==> src/rtl/enc_pkg.sv <==
`default_nettype none
// ============================================================================
//  Module   : enc_pkg
//  Purpose  : Shared constants and types for the convolutional encoder /
//             Viterbi decoder chain. Holds the generator polynomials for both
//             constraint lengths, the K limits and the mode enumeration.
//  Ports    : none (package)
//  Revision : 1.0 - initial release
// ============================================================================
package enc_pkg;

   // Generator polynomials, MSB taps the current input bit.
   localparam logic [5:0] G0_K6 = 6'o75;   // 111101 -> out[1] in K=6 mode
   localparam logic [5:0] G1_K6 = 6'o53;   // 101011 -> out[0] in K=6 mode
   localparam logic [2:0] G0_K3 = 3'o7;    // 111    -> out[1] in K=3 mode
   localparam logic [2:0] G1_K3 = 3'o5;    // 101    -> out[0] in K=3 mode

   localparam int K_MAX = 6;
   localparam int K_MIN = 3;

   typedef enum logic {
      CL_K3 = 1'b0,
      CL_K6 = 1'b1
   } constraint_len_e;

endpackage : enc_pkg
`default_nettype wire

==> src/rtl/encoder_k6_conv_parity.sv <==
`default_nettype none
// ============================================================================
//  Module   : conv_parity
//  Purpose  : Combinational masked-XOR reduction of a K-bit input window with
//             a K-bit generator polynomial.
//             parity = XOR over i of (gen_i[K-1-i] & window_i[i])
//  Ports    : window_i [K-1:0] - window_i[0] is the current input bit,
//                                window_i[i] the bit from i cycles earlier
//             gen_i    [K-1:0] - generator, MSB taps window_i[0]
//             parity_o         - resulting parity bit
//  Revision : 1.0 - initial release
// ============================================================================
module conv_parity #(
   parameter int K = 6
) (
   input  logic [K-1:0] window_i,
   input  logic [K-1:0] gen_i,
   output logic         parity_o
);

   // Generator is written MSB-first (MSB = newest bit) while the window is
   // indexed newest-first from bit 0, so the generator is bit-reversed to
   // line the taps up before masking.
   logic [K-1:0] w_gen_rev;

   for (genvar i = 0; i < K; i++) begin : g_rev
      assign w_gen_rev[i] = gen_i[K-1-i];
   end

   assign parity_o = ^(w_gen_rev & window_i);

endmodule : conv_parity
`default_nettype wire

==> src/rtl/encoder_k6.sv <==
`default_nettype none
// ============================================================================
//  Module   : encoder_k6
//  Purpose  : Rate-1/2 feed-forward convolutional encoder with run-time
//             selectable constraint length (K=6 or K=3). One input bit per
//             clock, two registered coded bits per clock, no handshake.
//  Ports    : clk                      - system clock, rising edge
//             rst_n                    - synchronous reset, active low
//             unencoded_bit            - data bit, sampled every edge
//             choose_constraint_length - 1 = K=6, 0 = K=3
//             out [1:0]                - {G0 parity, G1 parity}, registered
//  Revision : 1.0 - initial release
// ============================================================================
module encoder_k6 #(
   parameter logic [5:0] G0_K6 = enc_pkg::G0_K6,
   parameter logic [5:0] G1_K6 = enc_pkg::G1_K6,
   parameter logic [2:0] G0_K3 = enc_pkg::G0_K3,
   parameter logic [2:0] G1_K3 = enc_pkg::G1_K3
) (
   input  logic       clk,
   input  logic       rst_n,
   input  logic       unencoded_bit,
   input  logic       choose_constraint_length,
   output logic [1:0] out
);

   import enc_pkg::*;

   // s_q[0] is the previous input, s_q[i] the input from i+1 cycles ago.
   logic [K_MAX-2:0] s_q;
   logic [K_MAX-2:0] s_d;
   logic [1:0]       out_q;
   logic [1:0]       out_d;

   constraint_len_e  w_mode;
   logic [K_MAX-1:0] w_win6;
   logic [K_MIN-1:0] w_win3;
   logic             w_p0_k6;
   logic             w_p1_k6;
   logic             w_p0_k3;
   logic             w_p1_k3;

   assign w_mode = constraint_len_e'(choose_constraint_length);

   // Window bit 0 is the live input; older history follows in order. K=3
   // simply looks at the two newest history bits, the rest keep shifting.
   assign w_win6 = {s_q, unencoded_bit};
   assign w_win3 = {s_q[K_MIN-2:0], unencoded_bit};

   conv_parity #(.K(K_MAX)) u_par_g0_k6 (
      .window_i (w_win6),
      .gen_i    (G0_K6),
      .parity_o (w_p0_k6)
   );

   conv_parity #(.K(K_MAX)) u_par_g1_k6 (
      .window_i (w_win6),
      .gen_i    (G1_K6),
      .parity_o (w_p1_k6)
   );

   conv_parity #(.K(K_MIN)) u_par_g0_k3 (
      .window_i (w_win3),
      .gen_i    (G0_K3),
      .parity_o (w_p0_k3)
   );

   conv_parity #(.K(K_MIN)) u_par_g1_k3 (
      .window_i (w_win3),
      .gen_i    (G1_K3),
      .parity_o (w_p1_k3)
   );

   always_comb begin
      s_d   = {s_q[K_MAX-3:0], unencoded_bit};
      out_d = (w_mode == CL_K6) ? {w_p0_k6, w_p1_k6} : {w_p0_k3, w_p1_k3};
   end

   always_ff @(posedge clk) begin
      if (!rst_n) begin
         s_q   <= '0;
         out_q <= 2'b00;
      end else begin
         s_q   <= s_d;
         out_q <= out_d;
      end
   end

   assign out = out_q;

endmodule : encoder_k6
`default_nettype wire

==> config.mk <==
export PLATFORM = sky130hd
export DESIGN_NAME = encoder_k6
export DESIGN_NICKNAME = d
export VERILOG_FILES = /design/src/rtl/enc_pkg.sv /design/src/rtl/encoder_k6_conv_parity.sv /design/src/rtl/encoder_k6.sv
export SDC_FILE = /design/constraint.sdc
export NUM_CORES = 1
export LEC_CHECK = 0
export CAP_MARGIN = 20
export CORE_AREA = 2 2 39 41
export DETAILED_ROUTE_END_ITERATION = 10
export DIE_AREA = 0 0 41 43
export PLACE_DENSITY_LB_ADDON = 0.2
export SLEW_MARGIN = 30
export SYNTH_ARGS = -nofsm -noshare
export SYNTH_HDL_FRONTEND = slang
export SYNTH_SLANG_ARGS = --single-unit
==> constraint.sdc <==
create_clock -name clk -period 3.87 [get_ports clk]
set_clock_uncertainty 0.2 [all_clocks]
set_input_delay 0.387 -clock clk [delete_from_list [all_inputs] [get_ports clk]]
set_output_delay 0.387 -clock clk [all_outputs]
set_load 0.02 [all_outputs]
==> flow_summary.ini <==
[critical_path]
r2r_slack_ps = 2450
critPathMaxFanout = 1
crit_type = reg -> out
required_ps = 3280
cp_num_buf_inv = 1
cp_cell_sequence = clkdlybuf4s50_1
end_kind = output port
critPathSlowestCell = clkdlybuf4s50_1
crit_arrival_ps = 1140
slowest_delay_ps = 590
start_kind = flip-flop
critPathTopFamily = buffers and inverters

[grt]
antenna_found_initial = 0
grt_pass1_vias = 186
grt_max_degree = 8
grt-ovfl-total = 0
grt_pass1_wl_um = 696
grtUsageTotal = 0.0647

[logic_synthesis]
ys_async_sr_fraction = 0
synth_cell_types = 10
syn_avg_cell_area_sq_um = 11.8
yosys_warnings = 0
synth_area_leaders = dfxtp_1 54%, xor2_1 10%, and2_1 9.7%, xnor3_1 8.7%, a21oi_1 3.9%
yosysMostFrequentCell = dfxtp_1
synth_commonest_cells = 7 x dfxtp_1, 4 x and2_1, 3 x xor2_1
synth_seq_cells = 7
synth-main-ff-cell = dfxtp_1
yosysSeqAreaShare = 0.541
yosys.area.top_type = dfxtp_1
synth_top_area_share = 0.541
synth_area_sq_um = 259
netlist_instances = 22
synth_edf_count = 0
syn_nets = 26

[sta]
fin_crit_ps = 1730
drv_slew = 0
max-slew-margin-rel = 0.857
fin_setup_tns_ps = 0
post-route-period-util = 0.447
clock.fmax_ghz = 0.579
finalSetupViolCount = 0
rsz0062_at_grt = false
hold_violations = 0
tightest_slew_ps = 214

[place]
dp.cells = 43
portBuffers = 5
dp_hpwl_um = 337
routabilityCongestion = 0.667

[clock_network]
cts.sinks = 7
clk_pin_slew_ps = 60
clk_path_buf_depth = 2
ctsRootBufferMaster = clkbuf_4
cts_hold_buf = 0
cts_buffers = 3
cts_resized = 0
cts_tree = yes
clk_latency_ps = 250
ctsHtreeMaxLevel = 1
post_cts_buffers = 0

[finish]
nFillCells = 152
multi_input_area_sq_um = 119
finalNonFillerCells = 47
regArea_sq_um = 140
antennaDiodeCount = 0
drive_gt1_frac = 0.161
nets = 36
synthToLayoutAreaGrowth_pct = 37.7

[power]
power-per-cell-area_nw_per_um2 = 457
p_sw_frac = 0.234
p_comb_frac = 0.116
seq_power_share = 0.473
p_clk_frac = 0.411
internal-power_uw = 125
power.total_uw = 163
p_sw_uw = 38.1
ir_worst_vdd_mv = 0.142
power.leakage_uw = 0.000166

[route]
via_per_inst = 3.72
wire_per_inst_um = 8.66
drcViolationCount = 0
vias = 175
drt_iter0_drc = 2
ant_nets = 0
first_pass_iters = 2
routed_wl_um = 407

[die]
die_h_um = 43
rows = 14
die_area_sq_um = 1760
start_util = 0.187
fp.coreArea_sq_um = 1380
ios = 6
die_w_um = 41

[worst_hold_path]
hold_path.class = reg -> reg

[job]
max-cap-violations = 0

[run_status]
run_status = finished clean
## metal layers
metal	GRT usage	vias up	routed length, um
met5	0	-	0
met4	0.0800	0	4
met3	0.0314	2	27
met2	0.0719	4	185
met1	0.0757	79	190
li1	-	90	-
## sequential cells by signal, indices dropped and copies added (netlist names)
register and cells:
s_q 5, out 2
## kinds of logic after synthesis
group | count (synthesis) | synth area share
AO/OA/AOI/OAI | 3 | 0.0676
XOR/XNOR | 4 | 0.188
flip-flops | 7 | 0.541
AND/OR/NAND/NOR | 8 | 0.203
## cells in the final DEF, fill, tap and decap left out, drive strengths merged
cell,Yosys,final
dfxtp,7,7
clkdlybuf4s50,0,5
and2,5,5
xor2,3,3
clkbuf,0,3
a21oi,2,2
xnor3,1,1
and3,1,1
o21a,1,1
nand3,1,1
and3b,1,1
clkinv,0,1
## power by group through the flow
stage	clock [uW]	combinational, uW	sequential [uW]
finish	67.0	18.8	77.0
global route	72.8	20.6	77.4
CTS	70.0	19.2	77.0
detailed placement	0	19.1	78.7
global placement	0	18.8	78.5
floorplan	0	7.50	80.9
## path summary, 6_finish.rpt
| path | start | to | depth (start not counted) |
|---|---|---|---|
| worst max register to register | s_q[1]$_SDFF_PN0_ | out[1]$_SDFF_PN0_ | 3 |
| worst min register to register | s_q[2]$_SDFF_PN0_ | s_q[3]$_SDFF_PN0_ | 1 |
| worst max-delay path | out[1]$_SDFF_PN0_ | out[1] | 1 |
| worst min-delay path | s_q[2]$_SDFF_PN0_ | s_q[3]$_SDFF_PN0_ | 1 |
## per-stage QoR
stage          utilization  instance area [sq um]  worst slack, ps  hold slack [ps]
4_1_cts              0.258                    357             2130              287
3_5_place_dp         0.238                    329             2060              271
5_1_grt              0.258                    357             2090              308
6_report             0.258                    357             2140              280
3_3_place_gp         0.238                    329             2090              259
2_1_floorplan            -                    259             2520              250
## layout make-up
cell class | count | area share
Sequential cell | 7 | 0.393
Multi-Input combinational cell | 15 | 0.333
Clock buffer | 3 | 0.0632
Clock inverter | 1 | 0.0140
Timing Repair Buffer | 5 | 0.140
Tap cell | 16 | 0.0561
(Power assumes the default switching activity.)
